==> config.mk <==
export PLATFORM = sky130hd
export DESIGN_NAME = output_reader_6bit
export DESIGN_NICKNAME = d
export VERILOG_FILES = /design/src/rtl/output_reader_6bit_pkg.sv /design/src/rtl/output_reader_6bit_skid.sv /design/src/rtl/output_reader_6bit.sv
export SDC_FILE = /design/constraint.sdc
export NUM_CORES = 1
export LEC_CHECK = 0
export CAP_MARGIN = 15
export CORE_MARGIN = 3
export CORE_UTILIZATION = 45
export DETAILED_ROUTE_END_ITERATION = 10
export HOLD_SLACK_MARGIN = 0.15
export PLACE_DENSITY = 0.75
export SLEW_MARGIN = 0
export SYNTH_ARGS = -nofsm -noshare
export SYNTH_HDL_FRONTEND = slang
export SYNTH_SLANG_ARGS = --single-unit
==> constraint.sdc <==
create_clock -name clk -period 2.55 [get_ports clk]
set_clock_uncertainty 0.2 [all_clocks]
set_input_delay 0.51 -clock clk [delete_from_list [all_inputs] [get_ports clk]]
set_output_delay 0.51 -clock clk [all_outputs]
set_load 0.01 [all_outputs]
==> src/rtl/output_reader_6bit_pkg.sv <==
// Shared constants for the 8x8 output buffer read-back path.
// Lane k of the address controllers always targets column 7-k.
package output_reader_6bit_pkg;

  localparam int N_LANE = 8;
  localparam int ROW_W  = 3;
  localparam int COL_W  = 3;

  typedef enum logic [1:0] {
    IDLE  = 2'd0,
    READ  = 2'd1,
    DRAIN = 2'd2
  } state_e;

  function automatic logic [COL_W-1:0] col(input int k);
    return COL_W'(N_LANE - 1 - k);
  endfunction

endpackage

==> src/rtl/output_reader_6bit_skid.sv <==
// Two-entry skid FIFO of {row index, full row}.
// Head entry is presented combinationally on head_*_o.
module row_skid_fifo
  import output_reader_6bit_pkg::*;
#(
  parameter int DATA_BW = 8
) (
  input  logic                      clk,
  input  logic                      rst_n,
  input  logic                      push_i,
  input  logic [ROW_W-1:0]          push_idx_i,
  input  logic [N_LANE*DATA_BW-1:0] push_row_i,
  input  logic                      pop_i,
  output logic [ROW_W-1:0]          head_idx_o,
  output logic [N_LANE*DATA_BW-1:0] head_row_o,
  output logic [1:0]                count_o,
  output logic                      full_o,
  output logic                      empty_o
);

  logic [ROW_W-1:0]          idx_q [2];
  logic [N_LANE*DATA_BW-1:0] row_q [2];
  logic                      wr_ptr_q;
  logic                      rd_ptr_q;
  logic [1:0]                cnt_q;
  logic [1:0]                cnt_d;

  always_comb begin
    cnt_d = cnt_q + 2'(push_i) - 2'(pop_i);
  end

  always_ff @(posedge clk or negedge rst_n) begin
    if (!rst_n) begin
      for (int i = 0; i < 2; i++) begin
        idx_q[i] <= '0;
        row_q[i] <= '0;
      end
      wr_ptr_q <= 1'b0;
      rd_ptr_q <= 1'b0;
      cnt_q    <= 2'd0;
    end else begin
      if (push_i) begin
        idx_q[wr_ptr_q] <= push_idx_i;
        row_q[wr_ptr_q] <= push_row_i;
        wr_ptr_q        <= ~wr_ptr_q;
      end
      if (pop_i) begin
        rd_ptr_q <= ~rd_ptr_q;
      end
      cnt_q <= cnt_d;
    end
  end

  assign head_idx_o = idx_q[rd_ptr_q];
  assign head_row_o = row_q[rd_ptr_q];
  assign count_o    = cnt_q;
  assign full_o     = (cnt_q == 2'd2);
  assign empty_o    = (cnt_q == 2'd0);

endmodule

==> src/rtl/output_reader_6bit.sv <==
// Drains the diagonally-filled 8x8 output buffer in row-major order
// and streams whole rows out through a 2-entry skid FIFO.
module output_reader_6bit
  import output_reader_6bit_pkg::*;
#(
  parameter int DATA_BW   = 8,
  parameter int ADDR_SIZE = 6
) (
  input  logic                        clk,
  input  logic                        rstn,
  input  logic                        start,
  output logic                        busy,
  output logic                        rd_en,
  output logic [ADDR_SIZE*N_LANE-1:0] rd_addr_6bit,
  input  logic [N_LANE*DATA_BW-1:0]   rd_data,
  output logic                        out_valid,
  input  logic                        out_ready,
  output logic [N_LANE*DATA_BW-1:0]   out_row,
  output logic [ROW_W-1:0]            out_row_idx,
  output logic                        out_last,
  output logic                        done
);

  state_e                    state_q;
  state_e                    state_d;
  logic [ROW_W-1:0]          rd_row_q;
  logic [ROW_W-1:0]          rd_row_d;
  logic                      inflight_q;
  logic [ROW_W-1:0]          infl_row_q;
  logic [N_LANE*DATA_BW-1:0] cap_row;
  logic [1:0]                fifo_cnt;
  logic                      fifo_full;
  logic                      fifo_empty;
  logic                      pop;
  logic                      issue;
  logic [2:0]                occ;
  logic [2:0]                room;

  assign pop  = out_valid && out_ready;
  assign occ  = 3'(fifo_cnt) + 3'(inflight_q);
  assign room = 3'd2 + 3'(pop);

  // Never let buffered plus in-flight rows exceed the FIFO depth.
  assign issue = (state_q == READ) && (occ < room);

  assign rd_en = issue;
  assign busy  = (state_q != IDLE);
  assign done  = (state_q == DRAIN) && pop
              && (out_row_idx == ROW_W'(N_LANE - 1));

  always_comb begin
    rd_addr_6bit = '0;
    for (int k = 0; k < N_LANE; k++) begin
      rd_addr_6bit[ADDR_SIZE*k +: ADDR_SIZE] =
        ADDR_SIZE'({rd_row_q, col(k)});
    end
  end

  // Lane k carries column 7-k; put each element in its column slot.
  always_comb begin
    cap_row = '0;
    for (int k = 0; k < N_LANE; k++) begin
      cap_row[DATA_BW*int'(col(k)) +: DATA_BW] =
        rd_data[DATA_BW*k +: DATA_BW];
    end
  end

  always_comb begin
    state_d  = state_q;
    rd_row_d = rd_row_q;
    unique case (state_q)
      IDLE: begin
        if (start) begin
          state_d  = READ;
          rd_row_d = '0;
        end
      end
      READ: begin
        if (issue) begin
          if (rd_row_q == ROW_W'(N_LANE - 1)) begin
            state_d = DRAIN;
          end else begin
            rd_row_d = rd_row_q + ROW_W'(1);
          end
        end
      end
      DRAIN: begin
        if (done) begin
          state_d = IDLE;
        end
      end
      default: state_d = IDLE;
    endcase
  end

  always_ff @(posedge clk or negedge rstn) begin
    if (!rstn) begin
      state_q    <= IDLE;
      rd_row_q   <= '0;
      inflight_q <= 1'b0;
      infl_row_q <= '0;
    end else begin
      state_q    <= state_d;
      rd_row_q   <= rd_row_d;
      inflight_q <= issue;
      if (issue) begin
        infl_row_q <= rd_row_q;
      end
    end
  end

  row_skid_fifo #(
    .DATA_BW (DATA_BW)
  ) u_fifo (
    .clk        (clk),
    .rst_n      (rstn),
    .push_i     (inflight_q),
    .push_idx_i (infl_row_q),
    .push_row_i (cap_row),
    .pop_i      (pop),
    .head_idx_o (out_row_idx),
    .head_row_o (out_row),
    .count_o    (fifo_cnt),
    .full_o     (fifo_full),
    .empty_o    (fifo_empty)
  );

  assign out_valid = !fifo_empty;
  assign out_last  = out_valid
                  && (out_row_idx == ROW_W'(N_LANE - 1));

  a_no_overflow: assert property (
    @(posedge clk) disable iff (!rstn)
    !(inflight_q && fifo_full && !pop)
  );

endmodule
==> results of run 1 <==
[logic make-up (layout without fill, tap and decap cells)]
kind of cell | after synthesis | count (layout) | share of synthesized area (%)
xor gates and xnor gates | 3 | 3 | 0.383
buffers and inverters | 74 | 226 | 7.64
other | 2 | 24 | 0.109
muxes | 204 | 204 | 33.6
AOI/OAI and AO/OA | 14 | 14 | 1.90
and+or+nand+nor | 16 | 16 | 1.82
DFF | 147 | 147 | 53.6
adders and majority gates | 5 | 5 | 0.912
[per-layer routing]
metal / GRT usage (%) / vias up / routed length [µm]
met4: 4.46 / 0 / 174
li1: - / 1901 / -
met3: 5.61 / 19 / 848
met1: 21.4 / 2130 / 6120
met5: 0 / - / 0
met2: 30.3 / 114 / 7490
[state kept, by name, indices dropped and copies added (netlist names)]
name	flops
u_fifo.row_q	128
u_fifo.idx_q	6
infl_row_q	3
rd_row_q	3
state_q	2
u_fifo.count_o	2
inflight_q	1
u_fifo.rd_ptr_q	1
u_fifo.wr_ptr_q	1
[worst max-delay path, stage by stage, from the launching register on]
cell           delay (ns)
dfrtp_2              0.45
buf_4                0.18
buf_12               0.13
mux2_2               0.35
dlygate4sd2_1        0.29
[where the power goes]
group | switching [mW] | leakage, nW | internal, mW | total [mW]
clock | 0.904 | 0.289 | 1.51 | 2.41
sequential | 0.684 | 1.73 | 3.56 | 4.24
combinational | 2.77 | 1.98 | 3.91 | 6.68
[synthesized netlist by cell type (all sizes together) (3+ instances only)]
master	count
ha	5
buf	67
mux2	204
a221oi	3
dfrtp	147
nor2	3
o21ai	5
inv	7
[repair_timing]
item | 4_1_cts | 5_1_grt
gates cloned | 0 | 3
pin swaps | 0 | 1
resized for setup | 83 | 26
endpoints found under the hold margin | 56 | 0
buffers inserted | 3 | 0
hold buffers | 1 | 0
setup endpoints to repair | 69 | 52
[through the flow]
step / hold WS (ns) / setup WS (ns) / utilization [%] / cells / total power [mW]
finish: 0.282 / 0.0268 / 62.3 / 823 / 13.3
global route: 0.299 / -0.0576 / 62.3 / 823 / 14.2
CTS: 0.288 / -0.00362 / 61.7 / 820 / 13.3
detailed placement: 0.274 / -0.301 / 57.8 / 784 / 11.3
global placement: 0.263 / -0.159 / 57.8 / 784 / 11.1
floorplan: 0.0144 / 0.592 / - / 487 / 8.44
[final cells by class]
| class | instances | share of cell area (%) |
|---|---|---|
| Sequential cell | 147 | 40.2 |
| Multi-Input combinational cell | 266 | 30.2 |
| Timing Repair Buffer | 187 | 20.5 |
| Clock buffer | 22 | 5.18 |
| Tap cell | 184 | 2.51 |
| Clock inverter | 10 | 1.16 |
| Inverter | 7 | 0.287 |
[final timing paths]
path / start / end / slack, ns / cells past startpoint
worst max-delay path: u_fifo.rd_ptr_q$_DFFE_PN0P_ / out_row[25] / 0.03 / 4
max in group asynchronous: rstn / u_fifo.row_q[32]$_DFFE_PN0P_ / 1.02 / 3
worst max register to register: inflight_q$_DFF_PN0_ / u_fifo.row_q[1]$_DFFE_PN0P_ / 0.61 / 4
min in group asynchronous: rstn / u_fifo.row_q[27]$_DFFE_PN0P_ / 0.43 / 2
worst min-delay path: u_fifo.row_q[111]$_DFFE_PN0P_ / u_fifo.row_q[111]$_DFFE_PN0P_ / 0.28 / 1
worst min register to register: u_fifo.row_q[111]$_DFFE_PN0P_ / u_fifo.row_q[111]$_DFFE_PN0P_ / 0.28 / 1
==> impl_metrics.toml, run 1 <==
[status]
status = "complete, no violations"

[sta]
period_share_pct = 99.0
timing.fmax_ghz = 0.396
max_slew_margin_pct = 62.2
worstMarginPinSlew_ns = 0.566
rsz0062_at_grt = "true"
report.final.slew_viol_count = 0
period_needed_ns = 2.52
setup_viol = 0
fin_tns_setup_ns = 0
hold_violations = 0

[clock_tree]
cts.clk_slew.worst_paths_ns = 0.06
clk_latency_ns = 0.40
cts_buffers = 17
cts_buffer_depth = 2
clock_sinks = 147
htreeDepth = 4
cts-root-buf = "clkbuf_16"
cts_tree = "built"

[grt]
grt_start_max_net_pins = 61
grt-ovfl-total = 0
grt.total_usage_pct = 17.5
antenna_found_initial = 0
grt_pass1_wl_um = 23300
grt_pass1_vias = 4659

[synthesis]
yosysTopAreaCell = "dfrtp_1"
synth_cell_type_count = 35
ys_seq_area_share_pct = 53.6
synth_seq_cells = 147
yosysWarnings = 0
syn_area_per_cell_um2 = 14.8
syn_area_mm2 = 0.00686
synth_area_leaders = "dfrtp_1, mux2_2, mux2_1, buf_4, buf_6"
yosysTopAreaCellShare_pct = 53.6
synth_edf_count = 0
ys_async_sr_fraction_pct = 100
synth_cells = 465
synth_ff_type = "dfrtp_1"

[floorplan]
start_util_pct = 46.7
die_y_um = 129
core_area_mm2 = 0.0147
die-area_mm2 = 0.0168
die_w_um = 129
rows = 44
pin_count = 188

[place]
placed_area_mm2 = 0.00849
dp_hpwl_um = 10100
gp_congestion = 0.813
port_buffers = 163

[hold_path]
hp-class = "reg -> reg"

[finish]
multi_input_area_mm2 = 0.00276
fin_nets = 699
drive_above_1_share_pct = 33.6
fill_cells = 1163
final_cell_mix = "dfrtp_1, mux2_2, clkdlybuf4s50_1"
final_common_cell = "dfrtp_1"
n_antenna_cell = 0
regArea_mm2 = 0.00368
syn2layout_area_growth_pct = 33.4
final_area_mm2 = 0.00916

[route]
vias_per_cell = 5.06
drt-initial-drc-count = 105
antenna_left = 0
drt-pass1-iter-count = 4
drt-total-wl_um = 14600
wl_per_cell_um = 17.8
num_vias = 4164
route.detailed.drc = 0

[power]
p_leak_nw = 4.00
vdd_drop_max_uv = 738
powerDensity_mw_per_mm2 = 1460

[worst_setup_path]
crit_arrival_ns = 1.81
critPathRequiredTime_ns = 1.84
crit_path_start_kind = "flip-flop"
crit_type = "reg -> out"
crit_fanout = 8
cp-end-kind = "output port"

[flow_run]
drv_cap = 0
No activity file was read; power rests on OpenSTA's default activity.
==> run 2, diff against run 1 <==
--- a/config.mk
+++ b/config.mk
@@ -6,12 +6,12 @@
 export NUM_CORES = 1
 export LEC_CHECK = 0
 export CAP_MARGIN = 15
-export CORE_MARGIN = 3
+export CORE_MARGIN = 2
 export CORE_UTILIZATION = 45
 export DETAILED_ROUTE_END_ITERATION = 10
 export HOLD_SLACK_MARGIN = 0.15
 export PLACE_DENSITY = 0.75
-export SLEW_MARGIN = 0
+export SLEW_MARGIN = 5
 export SYNTH_ARGS = -nofsm -noshare
 export SYNTH_HDL_FRONTEND = slang
 export SYNTH_SLANG_ARGS = --single-unit
==> run 2 against run 1 <==
Effect of this change:
- the flow now finishes with violations (setup timing)
- critical endpoint is now out_row[47]
- via count down 0.34%
- largest power group unchanged
- cell count up 0.36%
- flip-flop and latch count unchanged
- setup slack worse by 0.19 ns
==> impl_metrics.toml, run 2 (synthesis results as in run 1) <==
[floorplan]
pin_count = 188
core_area_mm2 = 0.0150
die_y_um = 127
die_w_um = 127
rows = 45
start_util_pct = 45.7
die-area_mm2 = 0.0163

[finish]
largest_register_ffs = 128
fill_cells = 1184
fin_nets = 698
final_common_cell = "dfrtp_1"
fin_cells = 826
top_regs = "u_fifo.row_q (128), u_fifo.idx_q (6)"
multi_input_area_mm2 = 0.00276
drive_above_1_share_pct = 33.2
regArea_mm2 = 0.00368
n_antenna_cell = 0
largest-register = "u_fifo.row_q"
final_cell_mix = "dfrtp_1, mux2_2, clkdlybuf4s50_1"
syn2layout_area_growth_pct = 34.2

[route]
route.detailed.drc = 0
drt-total-wl_um = 14200
antenna_left = 0
wl_per_cell_um = 17.2
drt-pass1-iter-count = 4
num_vias = 4150
drt-initial-drc-count = 143
vias_per_cell = 5.02

[clock_tree]
cts.clk_slew.worst_paths_ns = 0.06
cts-root-buf = "clkbuf_16"
cts_buffer_depth = 2
clk_latency_ns = 0.41
cts_tree = "built"
clock_sinks = 147
htreeDepth = 4
cts_buffers = 17

[grt]
grt_use_met2_pct = 30.5
grt_pass1_wl_um = 23400
grt_pass1_vias = 4557
antenna_found_initial = 0
grt.total_usage_pct = 18.5
grt_start_max_net_pins = 60
busiest_layer = "met2"
grt-ovfl-total = 0
met3_usage_pct = 5.61
grtUsageMet1_pct = 23.2

[worst_setup_path]
crit_fanout = 11
r2r_start = "rd_row_q[1]$_DFFE_PN0P_"
crit_arrival_ns = 2.00
cp-end-kind = "output port"
crit_type = "reg -> out"
setup.worst_path.start = "u_fifo.rd_ptr_q$_DFFE_PN0P_"
worstReg2RegEnd = "rd_row_q[0]$_DFFE_PN0P_"
crit_path_start_kind = "flip-flop"
critPathRequiredTime_ns = 1.84
worst_r2r_path_depth = 5
r2r_setup_slack_ns = 0.63

[place]
dp.cells = 789
port_buffers = 163
dp_hpwl_um = 9790
gp_congestion = 0.837

[hold_path]
holdCritStartpoint = "u_fifo.row_q[103]$_DFFE_PN0P_"
hold_depth = 1
hp-class = "reg -> reg"
hold_end = "u_fifo.row_q[103]$_DFFE_PN0P_"

[sta]
final.setup.worst_slack_ns = -0.160
timing.fmax_ghz = 0.369
period_needed_ns = 2.71
hold_violations = 0
fin_tns_setup_ns = -5.61
report.final.slew_viol_count = 0
rsz0062_at_grt = "true"
period_share_pct = 106
setup_viol = 45

[power]
powerDensity_mw_per_mm2 = 1500
p_leak_nw = 3.97
vdd_drop_max_uv = 738

[status]
violations = "setup timing"
status = "finished, violations left"

[flow_run]
drv_cap = 0
run 2: metal layers:
metal / up-vias / share of wire (%)
met5: - / 0
met4: 0 / 1.2
met3: 17 / 6.3
met2: 115 / 50
met1: 2109 / 43
li1: 1909 / -
run 2: how the worst max path moves through the flow:
stage | depth (start not counted) | end | slack, ns
2_1_floorplan | 5 | rd_en | 0.59
3_3_place_gp | 6 | rd_en | -0.15
3_5_place_dp | 6 | rd_en | -0.20
4_1_cts | 4 | out_row_idx[0] | -0.19
5_1_grt | 4 | out_row[44] | -0.24
6_report | 4 | out_row[47] | -0.16
run 2: cell type report:
| cell class | instances | share of cell area [%] |
|---|---|---|
| clock inverter | 12 | 1.94 |
| sequential | 147 | 40.0 |
| tap | 188 | 2.55 |
| multi-input combinational | 266 | 30.0 |
| inverter | 7 | 0.285 |
| timing repair buffer | 186 | 20.3 |
| clock buffer | 20 | 4.96 |
run 2: worst max-delay path, cell delays in order, from the launching register on:
cell and delay, ns:
dfrtp_2 0.37, buf_4 0.15, buf_4 0.21, mux2_2 0.35, clkdlybuf4s50_1 0.50
run 2: what timing repair did:
| action | CTS | global route |
|---|---|---|
| resized for setup | 28 | 18 |
| cloned | 1 | 0 |
| setup buffers | 3 | 0 |
| setup endpoints to repair | 68 | 59 |
| endpoints found under the hold margin | 140 | 0 |
| hold buffers | 1 | 0 |
run 2: per-stage QoR:
stage / total power, mW / hold WS (ns) / util, % / area (µm²) / worst slack, ns
floorplan: 8.44 / 0.0144 / - / 6950 / 0.592
global placement: 11.0 / 0.160 / 56.5 / 8490 / -0.153
detailed placement: 11.3 / 0.160 / 56.5 / 8490 / -0.204
CTS: 14.0 / 0.278 / 61.1 / 9180 / -0.188
global route: 14.7 / 0.300 / 61.2 / 9210 / -0.237
finish: 13.8 / 0.279 / 61.2 / 9210 / -0.160
run 2: where the power goes:
| part | internal (mW) | total, mW | switching [mW] |
|---|---|---|---|
| combinational | 4.20 | 6.97 | 2.77 |
| clock | 1.69 | 2.66 | 0.966 |
| sequential | 3.56 | 4.21 | 0.652 |
| total | 9.45 | 13.8 | 4.39 |
